===== src/rtl/sram_arbiter_2m.sv =====
// Round-robin two-master arbiter for the 32-bit SRAM controller, one outstanding access at a time.
// Define SRAM_ARB_TIMEOUT_EN to bound the WAIT state by TIMEOUT_CYCLES and raise a sticky o_TIMEOUT.
module sram_arbiter_2m #(
   parameter int ADDR_W         = 18,
   parameter int DATA_W         = 32,
   parameter int TIMEOUT_CYCLES = 255
) (
   input  logic                i_clk,
   input  logic                i_reset,
   input  logic [ADDR_W-1:0]   i_m0_ADDR,
   input  logic [DATA_W-1:0]   i_m0_WDATA,
   input  logic [DATA_W/8-1:0] i_m0_BMASK,
   input  logic                i_m0_WREN,
   input  logic                i_m0_RDEN,
   output logic [DATA_W-1:0]   o_m0_RDATA,
   output logic                o_m0_ACK,
   input  logic [ADDR_W-1:0]   i_m1_ADDR,
   input  logic [DATA_W-1:0]   i_m1_WDATA,
   input  logic [DATA_W/8-1:0] i_m1_BMASK,
   input  logic                i_m1_WREN,
   input  logic                i_m1_RDEN,
   output logic [DATA_W-1:0]   o_m1_RDATA,
   output logic                o_m1_ACK,
   output logic [ADDR_W-1:0]   o_SRAM_ADDR,
   output logic [DATA_W-1:0]   o_SRAM_WDATA,
   output logic [DATA_W/8-1:0] o_SRAM_BMASK,
   output logic                o_SRAM_WREN,
   output logic                o_SRAM_RDEN,
   input  logic [DATA_W-1:0]   i_SRAM_RDATA,
   input  logic                i_SRAM_ACK,
   output logic                o_BUSY,
   output logic                o_TIMEOUT
);
   localparam int MASK_W = DATA_W / 8;
   localparam logic [DATA_W-1:0] TMO_DATA = DATA_W'(32'hDEADBEEF);

   typedef enum logic [1:0] {S_IDLE, S_ISSUE, S_WAIT, S_DONE} state_t;

   state_t              r_state;
   state_t              w_next;
   logic                w_req0;
   logic                w_req1;
   logic                w_pick;
   logic                w_grant_now;
   logic                w_done_now;
   logic                w_tmo_hit;
   logic [DATA_W-1:0]   w_rdata_in;
   logic                r_gnt;
   logic                r_last_grant;
   logic                r_op_wr;
   logic [ADDR_W-1:0]   r_addr;
   logic [DATA_W-1:0]   r_wdata;
   logic [MASK_W-1:0]   r_bmask;
   logic [DATA_W-1:0]   r_m0_rdata;
   logic [DATA_W-1:0]   r_m1_rdata;

   if (TIMEOUT_CYCLES < 1) begin : g_bad_timeout
      $error("sram_arbiter_2m: TIMEOUT_CYCLES must be at least 1");
   end

   assign w_req0      = i_m0_WREN | i_m0_RDEN;
   assign w_req1      = i_m1_WREN | i_m1_RDEN;
   // On contention the master that did not win last time goes first.
   assign w_pick      = (w_req0 & w_req1) ? ~r_last_grant : w_req1;
   assign w_grant_now = (r_state == S_IDLE) & (w_req0 | w_req1);
   assign w_done_now  = (r_state == S_WAIT) & (i_SRAM_ACK | w_tmo_hit);
   assign w_rdata_in  = i_SRAM_ACK ? i_SRAM_RDATA : TMO_DATA;

`ifdef SRAM_ARB_TIMEOUT_EN
   localparam int CNT_W = ($clog2(TIMEOUT_CYCLES + 1) > 8) ? $clog2(TIMEOUT_CYCLES + 1) : 8;
   logic [CNT_W-1:0] r_wait_cnt;
   logic             r_timeout;

   // Cleared in ISSUE so the first WAIT cycle sees zero.
   always_ff @(posedge i_clk or negedge i_reset) begin
      if (!i_reset)                r_wait_cnt <= '0;
      else if (r_state == S_ISSUE) r_wait_cnt <= '0;
      else if (r_state == S_WAIT)  r_wait_cnt <= r_wait_cnt + 1'b1;
   end

   assign w_tmo_hit = ~i_SRAM_ACK & (r_wait_cnt == CNT_W'(TIMEOUT_CYCLES - 1));

   always_ff @(posedge i_clk or negedge i_reset) begin
      if (!i_reset)                     r_timeout <= 1'b0;
      else if (w_done_now & w_tmo_hit)  r_timeout <= 1'b1;
   end

   assign o_TIMEOUT = r_timeout;
`else
   assign w_tmo_hit = 1'b0;
   assign o_TIMEOUT = 1'b0;
`endif

   always_ff @(posedge i_clk or negedge i_reset) begin
      if (!i_reset) r_state <= S_IDLE;
      else          r_state <= w_next;
   end

   always_comb begin
      w_next = r_state;
      case (r_state)
         S_IDLE:  if (w_req0 | w_req1) w_next = S_ISSUE;
         S_ISSUE: w_next = S_WAIT;
         S_WAIT:  if (w_done_now) w_next = S_DONE;
         S_DONE:  w_next = S_IDLE;
         default: w_next = S_IDLE;
      endcase
   end

   always_comb begin
      o_SRAM_WREN = 1'b0;
      o_SRAM_RDEN = 1'b0;
      o_m0_ACK    = 1'b0;
      o_m1_ACK    = 1'b0;
      o_BUSY      = (r_state != S_IDLE);
      case (r_state)
         S_ISSUE: begin
            o_SRAM_WREN = r_op_wr;
            o_SRAM_RDEN = ~r_op_wr;
         end
         S_DONE: begin
            o_m0_ACK = ~r_gnt;
            o_m1_ACK = r_gnt;
         end
         default: ;
      endcase
   end

   // Write wins when a master raises WREN and RDEN together.
   always_ff @(posedge i_clk or negedge i_reset) begin
      if (!i_reset) begin
         r_gnt        <= 1'b0;
         r_last_grant <= 1'b1;
         r_op_wr      <= 1'b0;
         r_addr       <= '0;
         r_wdata      <= '0;
         r_bmask      <= '0;
         r_m0_rdata   <= '0;
         r_m1_rdata   <= '0;
      end else begin
         if (w_grant_now) begin
            r_gnt   <= w_pick;
            r_op_wr <= w_pick ? i_m1_WREN  : i_m0_WREN;
            r_addr  <= w_pick ? i_m1_ADDR  : i_m0_ADDR;
            r_wdata <= w_pick ? i_m1_WDATA : i_m0_WDATA;
            r_bmask <= w_pick ? i_m1_BMASK : i_m0_BMASK;
         end
         if (w_done_now) begin
            r_last_grant <= r_gnt;
            if (!r_op_wr) begin
               if (r_gnt) r_m1_rdata <= w_rdata_in;
               else       r_m0_rdata <= w_rdata_in;
            end
         end
      end
   end

   assign o_SRAM_ADDR  = r_addr;
   assign o_SRAM_WDATA = r_wdata;
   assign o_SRAM_BMASK = r_bmask;
   assign o_m0_RDATA   = r_m0_rdata;
   assign o_m1_RDATA   = r_m1_rdata;

endmodule


===== config.mk =====
export PLATFORM = sky130hd
export DESIGN_NAME = sram_arbiter_2m
export DESIGN_NICKNAME = d
export VERILOG_FILES = /design/src/rtl/sram_arbiter_2m.sv
export SDC_FILE = /design/constraint.sdc
export NUM_CORES = 1
export LEC_CHECK = 0
export ABC_AREA = 1
export BUFFER_PORTS_ARGS = -buffer_cell sky130_fd_sc_hd__buf_2
export CAP_MARGIN = 20
export CORE_MARGIN = 1
export CORE_UTILIZATION = 35
export DETAILED_ROUTE_END_ITERATION = 8
export PLACE_DENSITY = 0.59
export SKIP_CTS_REPAIR_TIMING = 1
export SYNTH_ARGS = -nofsm -noshare
export SYNTH_HDL_FRONTEND = slang
export SYNTH_SLANG_ARGS = --single-unit

===== constraint.sdc =====
create_clock -name i_clk -period 1.7 [get_ports i_clk]
set_clock_uncertainty 0.05 [all_clocks]
set_input_delay 0.34 -clock i_clk [delete_from_list [all_inputs] [get_ports i_clk]]
set_output_delay 0.34 -clock i_clk [all_outputs]
set_load 0.005 [all_outputs]

==> key figures, run 1 <==
Yosys
  • Adder-cell share of the synthesized area: 0.817%
  • Syn nets: 905
  • Most used DFF post-synth: dfrtp_1
  • Syn Area/Cell: 8.12 sq um
  • Synth Area in Simple Gates: 27.0%
  • Post-Synth XOR/XNOR Area: 0%
  • Seq/Total Area, Yosys: 50.3%
  • Cells after synthesis: 754
  • Post-synth EDFFs: 0
  • Synthesis Warnings: 0
  • Syn Std Cell Area: 0.00613 sq mm
  • Post-synthesis mux area share: 0%
  • Post-synthesis compound-gate area fraction: 8.82%
  • Post-synthesis register bit count: 123
  • Largest family of logic cells by synthesized area: simple AND/OR/NAND/NOR gates
  • Share of flip-flops with an asynchronous set or reset: 100%
  • Post-synthesis cell type count: 21

Setup path
  • Crit path buffers/inverters: 3
  • Critical path's largest stage delay: 410 ps
  • Critical path arrival: 1340 ps
  • Worst Setup Start Kind: flip-flop
  • Critical path cell sequence: inv_2 -> ha_4 -> inv_2 -> nor2_2 -> buf_2
  • Kind of critical path: reg -> out
  • WP data required: 1310 ps
  • Critical Path Start: r_state[1]
  • Crit path max-delay family: flip-flops
  • R2R Setup Slk: 60 ps
  • Crit-path slowest cell: dfrtp_1
  • Critical path capture point type: primary output
  • Reg-to-Reg Start: r_state[0]
  • Worst path most repeated cell: inv_2
  • Max FO, Critical Path: 3

Outcome
  • Outcome: complete, but fails checks
  • Failing checks: negative setup slack

STA
  • Period utilization: 102%
  • RSZ-0062 raised after global routing: true
  • Final worst slack: -28.8 ps
  • Achievable Freq: 0.578 GHz
  • Worst hold slack: 173 ps
  • Post-layout minimum cycle time: 1730 ps
  • Fin. max-slew vios: 0
  • Setup TNS: -48.9 ps
  • Setup-failing EPs final: 3
  • Final Hold Fails: 0

Clock network
  • Worst skew pair latency: 400 ps
  • Clock sinks: 123
  • CTS clock-pin slew for the worst setup and hold paths: 60 ps
  • H-tree depth: 4
  • Clk root buf: clkbuf_16
  • Max Buffers Root-to-Sink: 2
  • CTS tree: done
  • Total CTS buffers: 17

Place
  • PortBufs: 269
  • DP Cell Count: 1221
  • DP HPWL: 11800 um
  • Pre-CTS WS: 110 ps
  • Placed Area: 0.00767 sq mm
  • Final Wtd Congestion: 0.772

GRT
  • Largest net degree at the start of global routing: 65
  • Number of global-route vias before repair: 5408
  • Total grt overflow: 0
  • Overall global routing resource usage: 19.3%
  • First-pass GRT wire length: 27400 um
  • Antenna violations before repair: 0

Cells and area
  • Final Util: 48.9%
  • Most frequent cells in the layout: buf_2, nand2_1, dfrtp_1
  • Area added between synthesis and finish: 37.0%
  • Final nets: 1169
  • Final cell count without fillers: 1257
  • Layout cells sized above 1: 38.6%
  • Design area: 0.00839 sq mm
  • Commonest non-fill, non-tap cell in the layout: buf_2

Routing
  • Vias per inst: 4.44
  • DRT antenna net count: 0
  • Drt first pass iters: 4
  • DRT Wirelength: 16700 um
  • DRC Markers: 0
  • Initial DRC count: 193
  • DR WL/cell: 13.3 um
  • DR vias: 5581

Flow run
  • Maxcap violations: 0

Floorplanning
  • Initial Utilization: 35.7%
  • Ports: 271
  • DIE WIDTH: 134 um
  • Die area: 0.0180 sq mm
  • Core area: 0.0172 sq mm
  • Die height: 134 um
  • Number of cell rows: 48

Pwr
  • Pwr Density: 1750 mW/mm^2
  • Leak: 4.93 nW
  • Max rail drop VDD: 0.679 mV
  • Total design power: 14.7 mW

Min path
  • Worst min-delay path class: in -> reg
  • Origin of the worst min-delay path: i_m0_ADDR[6]
## routing by layer
layer / vias to the layer above / global-route usage [%] / wire [um]
met4: 0 / 6.18 / 153
met2: 206 / 30.4 / 7670
met5: - / 0 / 0
met1: 2525 / 25.3 / 7520
met3: 13 / 5.71 / 1350
li1: 2837 / - / -
## worst reg2reg max path, cell delays in order (launching register included)
cell     delay [ps]
dfrtp_2         460
inv_4           100
ha_2            220
nand2_4          70
nor2_4          130
nand2_4          70
buf_16          220
nand2_1         130
o21ai_1          60
## final timing paths
kind                            depth (start not counted)          endpoint
worst max-delay path                                    5       o_SRAM_RDEN
worst min-delay path                                    5    o_SRAM_ADDR[6]
worst max register to register                          8    o_m1_RDATA[14]
worst min register to register                          2  o_SRAM_WDATA[21]
max in group asynchronous                               3   o_SRAM_WDATA[4]
min in group asynchronous                               2    o_m0_RDATA[12]
## logic make-up (layout without fill, tap and decap cells)
kind of cell,count (synthesis),count (layout)
compound gates,69,69
simple gates,393,393
fa+ha+maj,4,4
other cells,1,2
buf+inv,164,441
flops,123,123
## cells in the mapped netlist (3+ instances only)
library cell    n  area share (%)
nand2_1       245              15
dfrtp_1       122              50
inv_1         117             7.2
nand3_1       111             9.1
o21ai_2        52             7.4
nor2_1         30             1.8
buf_6          18             3.3
buf_2          16             1.3
o21ai_1        14             1.1
buf_4           6            0.74
clkbuf_1        4            0.25
ha_1            4            0.82
nand2_4         3            0.55
## flip-flops by register name, summed over array words and instances (netlist names), 2 cells and up
name,cells
o_SRAM_ADDR,18
o_SRAM_BMASK,4
o_SRAM_WDATA,32
o_m0_RDATA,32
o_m1_RDATA,32
r_state,2
## power breakdown
part	switching (mW)	internal, mW
Sequential	0.818	4.35
Combinational	3.14	2.58
Clock	1.30	2.46
Total	5.26	9.39
## final cells by class
| class | count | area (sq um) |
|---|---|---|
| Clock buffer | 22 | 484 |
| Sequential cell | 123 | 3080 |
| Clock inverter | 10 | 138 |
| Fill cell | 1802 | 8780 |
| Antenna cell | 1 | 2.50 |
| Multi-Input combinational cell | 467 | 2310 |
| Timing Repair Buffer | 289 | 1640 |
| Inverter | 120 | 455 |
| Tap cell | 225 | 282 |
Note: power is estimated with default switching activity, not from simulation.
==> run 2, diff against run 1 <==
--- a/config.mk
+++ b/config.mk
@@ -12,6 +12,7 @@
 export CORE_UTILIZATION = 35
 export DETAILED_ROUTE_END_ITERATION = 8
 export PLACE_DENSITY = 0.59
+export SETUP_SLACK_MARGIN = 0.05
 export SKIP_CTS_REPAIR_TIMING = 1
 export SYNTH_ARGS = -nofsm -noshare
 export SYNTH_HDL_FRONTEND = slang
==> key figures, run 2 (synthesis results as in run 1) <==
Setup path
  • Reg-to-Reg Start: r_state[0]
  • R2R Setup Slk: 100 ps
  • Critical path capture point type: primary output
  • Worst path most repeated cell: buf_6
  • Worst Setup Start Kind: flip-flop
  • Critical path arrival: 1350 ps
  • Crit path buffers/inverters: 4
  • Crit path max-delay family: flip-flops
  • Critical path cell sequence: inv_4 -> ha_4 -> buf_6 -> inv_2 -> buf_6
  • Crit-path slowest cell: dfrtp_2
  • Max FO, Critical Path: 4
  • Critical path's largest stage delay: 460 ps
  • Kind of critical path: reg -> out
  • Critical Path Start: r_state[0]
  • WP data required: 1310 ps

GRT
  • Overall global routing resource usage: 19.3%
  • Number of global-route vias before repair: 5408
  • Antenna violations before repair: 0
  • Largest net degree at the start of global routing: 65
  • First-pass GRT wire length: 27400 um
  • Total grt overflow: 0

Cells and area
  • Commonest non-fill, non-tap cell in the layout: buf_2
  • Area added between synthesis and finish: 39.1%
  • Final cell count without fillers: 1264
  • Most frequent cells in the layout: buf_2, nand2_1, dfrtp_1
  • Final nets: 1176
  • Layout cells sized above 1: 39.0%
  • Storage cell area: 0.00308 sq mm
  • Area of the multi-input gates: 0.00231 sq mm
  • Fillers: 1785

Routing
  • DR vias: 5658
  • DRC Markers: 0
  • DR WL/cell: 14.2 um
  • Drt first pass iters: 4
  • Vias per inst: 4.48
  • Initial DRC count: 185
  • DRT antenna net count: 0
  • DRT Wirelength: 18000 um

Floorplanning
  • Core area: 0.0172 sq mm
  • Die height: 134 um
  • DIE WIDTH: 134 um
  • Die area: 0.0180 sq mm
  • Ports: 271
  • Number of cell rows: 48
  • Initial Utilization: 35.7%

Flow run
  • Maxcap violations: 0

Outcome
  • Failing checks: negative setup slack
  • Outcome: complete, but fails checks

Pwr
  • Max rail drop VDD: 0.689 mV
  • Leak: 5.00 nW
  • Pwr Density: 1740 mW/mm^2

Clock network
  • Clk root buf: clkbuf_16
  • CTS clock-pin slew for the worst setup and hold paths: 60 ps
  • CTS tree: done
  • Total CTS buffers: 17
  • H-tree depth: 4
  • Worst skew pair latency: 400 ps
  • Clock sinks: 123
  • Max Buffers Root-to-Sink: 2

STA
  • Period utilization: 102%
  • Post-layout minimum cycle time: 1740 ps
  • Setup-failing EPs final: 4
  • Achievable Freq: 0.576 GHz
  • Final worst slack: -37.1 ps
  • RSZ-0062 raised after global routing: true
  • Fin. max-slew vios: 0
  • Final Hold Fails: 0

Min path
  • Origin of the worst min-delay path: i_m0_ADDR[6]
  • Worst min-delay path class: in -> reg

Place
  • PortBufs: 269
  • DP HPWL: 11800 um
  • DP Cell Count: 1221
  • Pre-CTS WS: 110 ps
  • Final Wtd Congestion: 0.772
run 2: cell count changes in the layout (fill, tap and decap cells not counted):
cell and delta:
buf_16 +1, buf_6 +4, clkbuf_16 +3, buf_12 -1
run 2: final timing paths:
kind | end | cells after the start
max in group asynchronous | o_SRAM_WDATA[4] | 3
worst min register to register | o_SRAM_WDATA[21] | 2
worst min-delay path | o_SRAM_ADDR[6] | 5
min in group asynchronous | o_m0_RDATA[12] | 2
worst max register to register | o_m1_RDATA[22] | 8
worst max-delay path | o_BUSY | 5
run 2: final cells by class:
type,count,area share [%]
Clock buffer,22,5.68
Multi-Input combinational cell,467,27.1
Sequential cell,123,36.2
Tap cell,225,3.30
Clock inverter,10,1.62
Timing Repair Buffer,296,20.7
Antenna cell,1,0.0294
Inverter,120,5.35
run 2: worst register-to-register path, delay by kind of cell, from the launching register on:
kind                       cells  cell delay [ps]
and+or+nand+nor                4              420
buffers and inverters          2              290
AOI/OAI and AO/OA              1               50
DFF                            1              460
adders and majority gates      1              220
run 2: metal layers:
layer | GRT usage (%) | vias to the layer above | part of all wire (%)
li1 | - | 2855 | -
met1 | 25.3 | 2570 | 44
met2 | 30.4 | 216 | 47
met3 | 5.71 | 17 | 8.1
met4 | 6.18 | 0 | 1.0
met5 | 0 | - | 0
run 2: metrics by stage:
stage	util (%)	TNS (ps)	area [sq um]	total power [mW]	hold slack, ps
final	49.6	-85.2	8520	14.8	171
after global routing	49.6	-492	8520	16.0	158
after CTS	48.3	-277	8290	14.7	-240
after detailed placement	44.6	0	7670	10.8	204
after global placement	44.6	0	7670	10.7	205
after floorplan	-	0	6130	8.38	-5.59
run 2: where the power goes:
group | total, mW | internal, mW | switching (mW)
sequential | 5.17 | 4.35 | 0.820
combinational | 5.89 | 2.67 | 3.22
clock | 3.77 | 2.46 | 1.31
total | 14.8 | 9.48 | 5.35
==> run 3, diff against run 2 <==
--- a/config.mk
+++ b/config.mk
@@ -6,7 +6,7 @@
 export NUM_CORES = 1
 export LEC_CHECK = 0
 export ABC_AREA = 1
-export BUFFER_PORTS_ARGS = -buffer_cell sky130_fd_sc_hd__buf_2
+export BUFFER_PORTS_ARGS = -buffer_cell sky130_fd_sc_hd__buf_4
 export CAP_MARGIN = 20
 export CORE_MARGIN = 1
 export CORE_UTILIZATION = 35
==> key figures, run 3 (synthesis results as in run 1) <==
Cells and area
  • Commonest non-fill, non-tap cell in the layout: buf_4
  • Design area: 0.00919 sq mm
  • Antenna diode count: 0
  • Final cell count without fillers: 1268
  • Final Util: 53.5%
  • Layout cells sized above 1: 39.3%
  • Area added between synthesis and finish: 50.0%
  • Storage cell area: 0.00308 sq mm
  • Final nets: 1181
  • Area of the multi-input gates: 0.00232 sq mm
  • Fillers: 1742
  • Most frequent cells in the layout: buf_4, nand2_1, dfrtp_1

Setup path
  • Crit path buffers/inverters: 3
  • Max FO, Critical Path: 4
  • WP data required: 1310 ps
  • Kind of critical path: reg -> out
  • CP Depth: 5
  • Critical path cell sequence: inv_2 -> ha_4 -> inv_2 -> nor2_1 -> buf_4
  • Critical path's largest stage delay: 430 ps
  • Worst Reg2Reg Path Length in Cells: 8
  • Worst path most repeated cell: inv_2
  • Critical path arrival: 1350 ps
  • Crit-path slowest cell: dfrtp_1
  • Worst Setup Start Kind: flip-flop
  • Crit path max-delay family: flip-flops
  • Critical path capture point type: primary output

Pwr
  • Max rail drop VDD: 0.757 mV
  • Leak: 5.19 nW
  • Pwr Density: 1700 mW/mm^2

Clock network
  • CTS tree: done
  • Clk root buf: clkbuf_16
  • Max Buffers Root-to-Sink: 2
  • Worst skew pair latency: 410 ps
  • CTS clock-pin slew for the worst setup and hold paths: 60 ps
  • Total CTS buffers: 17
  • H-tree depth: 4
  • Clock sinks: 123

Min path
  • Hold Path Depth: 3
  • Worst min-delay path class: in -> reg

Floorplanning
  • Initial Utilization: 35.7%
  • Core area: 0.0172 sq mm
  • DIE WIDTH: 134 um
  • Number of cell rows: 48
  • Die height: 134 um
  • Ports: 271
  • Die area: 0.0180 sq mm

Routing
  • DRT Wirelength: 17500 um
  • DR WL/cell: 13.8 um
  • DRC Markers: 0
  • Initial DRC count: 237
  • DR vias: 5663
  • DRT antenna net count: 0
  • Drt first pass iters: 4
  • Vias per inst: 4.47

Outcome
  • Outcome: complete, but fails checks
  • Failing checks: negative setup slack

GRT
  • Overall global routing resource usage: 20.4%
  • Antenna violations before repair: 0
  • First-pass GRT wire length: 28500 um
  • Number of global-route vias before repair: 5507
  • Largest net degree at the start of global routing: 56
  • Total grt overflow: 0

STA
  • Period utilization: 102%
  • Fin. max-slew vios: 0
  • Setup-failing EPs final: 4
  • RSZ-0062 raised after global routing: true
  • Achievable Freq: 0.575 GHz
  • Setup TNS: -125 ps
  • Final Hold Fails: 0
  • Final worst slack: -39.2 ps
  • Post-layout minimum cycle time: 1740 ps

Place
  • DP HPWL: 12600 um
  • DP Cell Count: 1227
  • Final Wtd Congestion: 0.788
  • Placed Area: 0.00845 sq mm
  • PortBufs: 269

Flow run
  • Maxcap violations: 0
-- run 3: cell types whose count changed in the layout (fill, tap and decap cells not counted), sizes merged --
cell,change
diode,-1
buf,+8
inv,+6
clkinv,-3
clkinvlp,+1
clkbuf,-6
bufinv,-1
-- run 3: path summary, 6_finish.rpt --
path,slack [ps],start,to
worst max-delay path,-40,r_state[1],o_SRAM_RDEN
worst min-delay path,140,i_m0_WREN,r_op_wr
worst max register to register,70,r_state[1],o_m1_RDATA[12]
worst min register to register,430,o_SRAM_WDATA[0],o_SRAM_WDATA[0]
max in group asynchronous,740,i_reset,o_SRAM_WDATA[16]
min in group asynchronous,300,i_reset,o_m0_RDATA[11]
-- run 3: worst min-delay path, delay by kind of cell --
family                 cells  cell delay (ps)
AND/OR/NAND/NOR            2              130
buffers and inverters      1              100
-- run 3: through the flow --
step                power, mW  hold slack, ps  setup slack, ps
floorplan                8.38           -5.59              246
global placement         11.7             187              132
detailed placement       11.8             180             82.0
CTS                      15.5            -274             -190
global route             16.8             153             -107
finish                   15.6             139            -39.2
-- run 3: layout make-up --
class / count / area share (%)
clock buffer: 19 / 4.82
clock inverter: 13 / 1.69
inverter: 120 / 4.96
multi-input combinational: 467 / 25.2
sequential: 123 / 33.5
tap: 225 / 3.06
timing repair buffer: 301 / 26.8
-- run 3: per-layer routing --
| metal | GRT usage (%) | routed length (um) | part of all wire, % | vias up |
|---|---|---|---|---|
| met1 | 24.9 | 7390 | 42 | 2578 |
| met2 | 33.0 | 8190 | 47 | 204 |
| met5 | 0 | 0 | 0 | - |
| met4 | 6.12 | 168 | 0.96 | 0 |
| met3 | 8.09 | 1710 | 9.8 | 15 |
| li1 | - | - | - | 2866 |
-- run 3: power by group --
part           switching [mW]  leakage (nW)  internal (mW)
clock network            1.43         0.284           2.24
registers               0.872          1.53           4.35
logic                    3.22          3.38           3.48
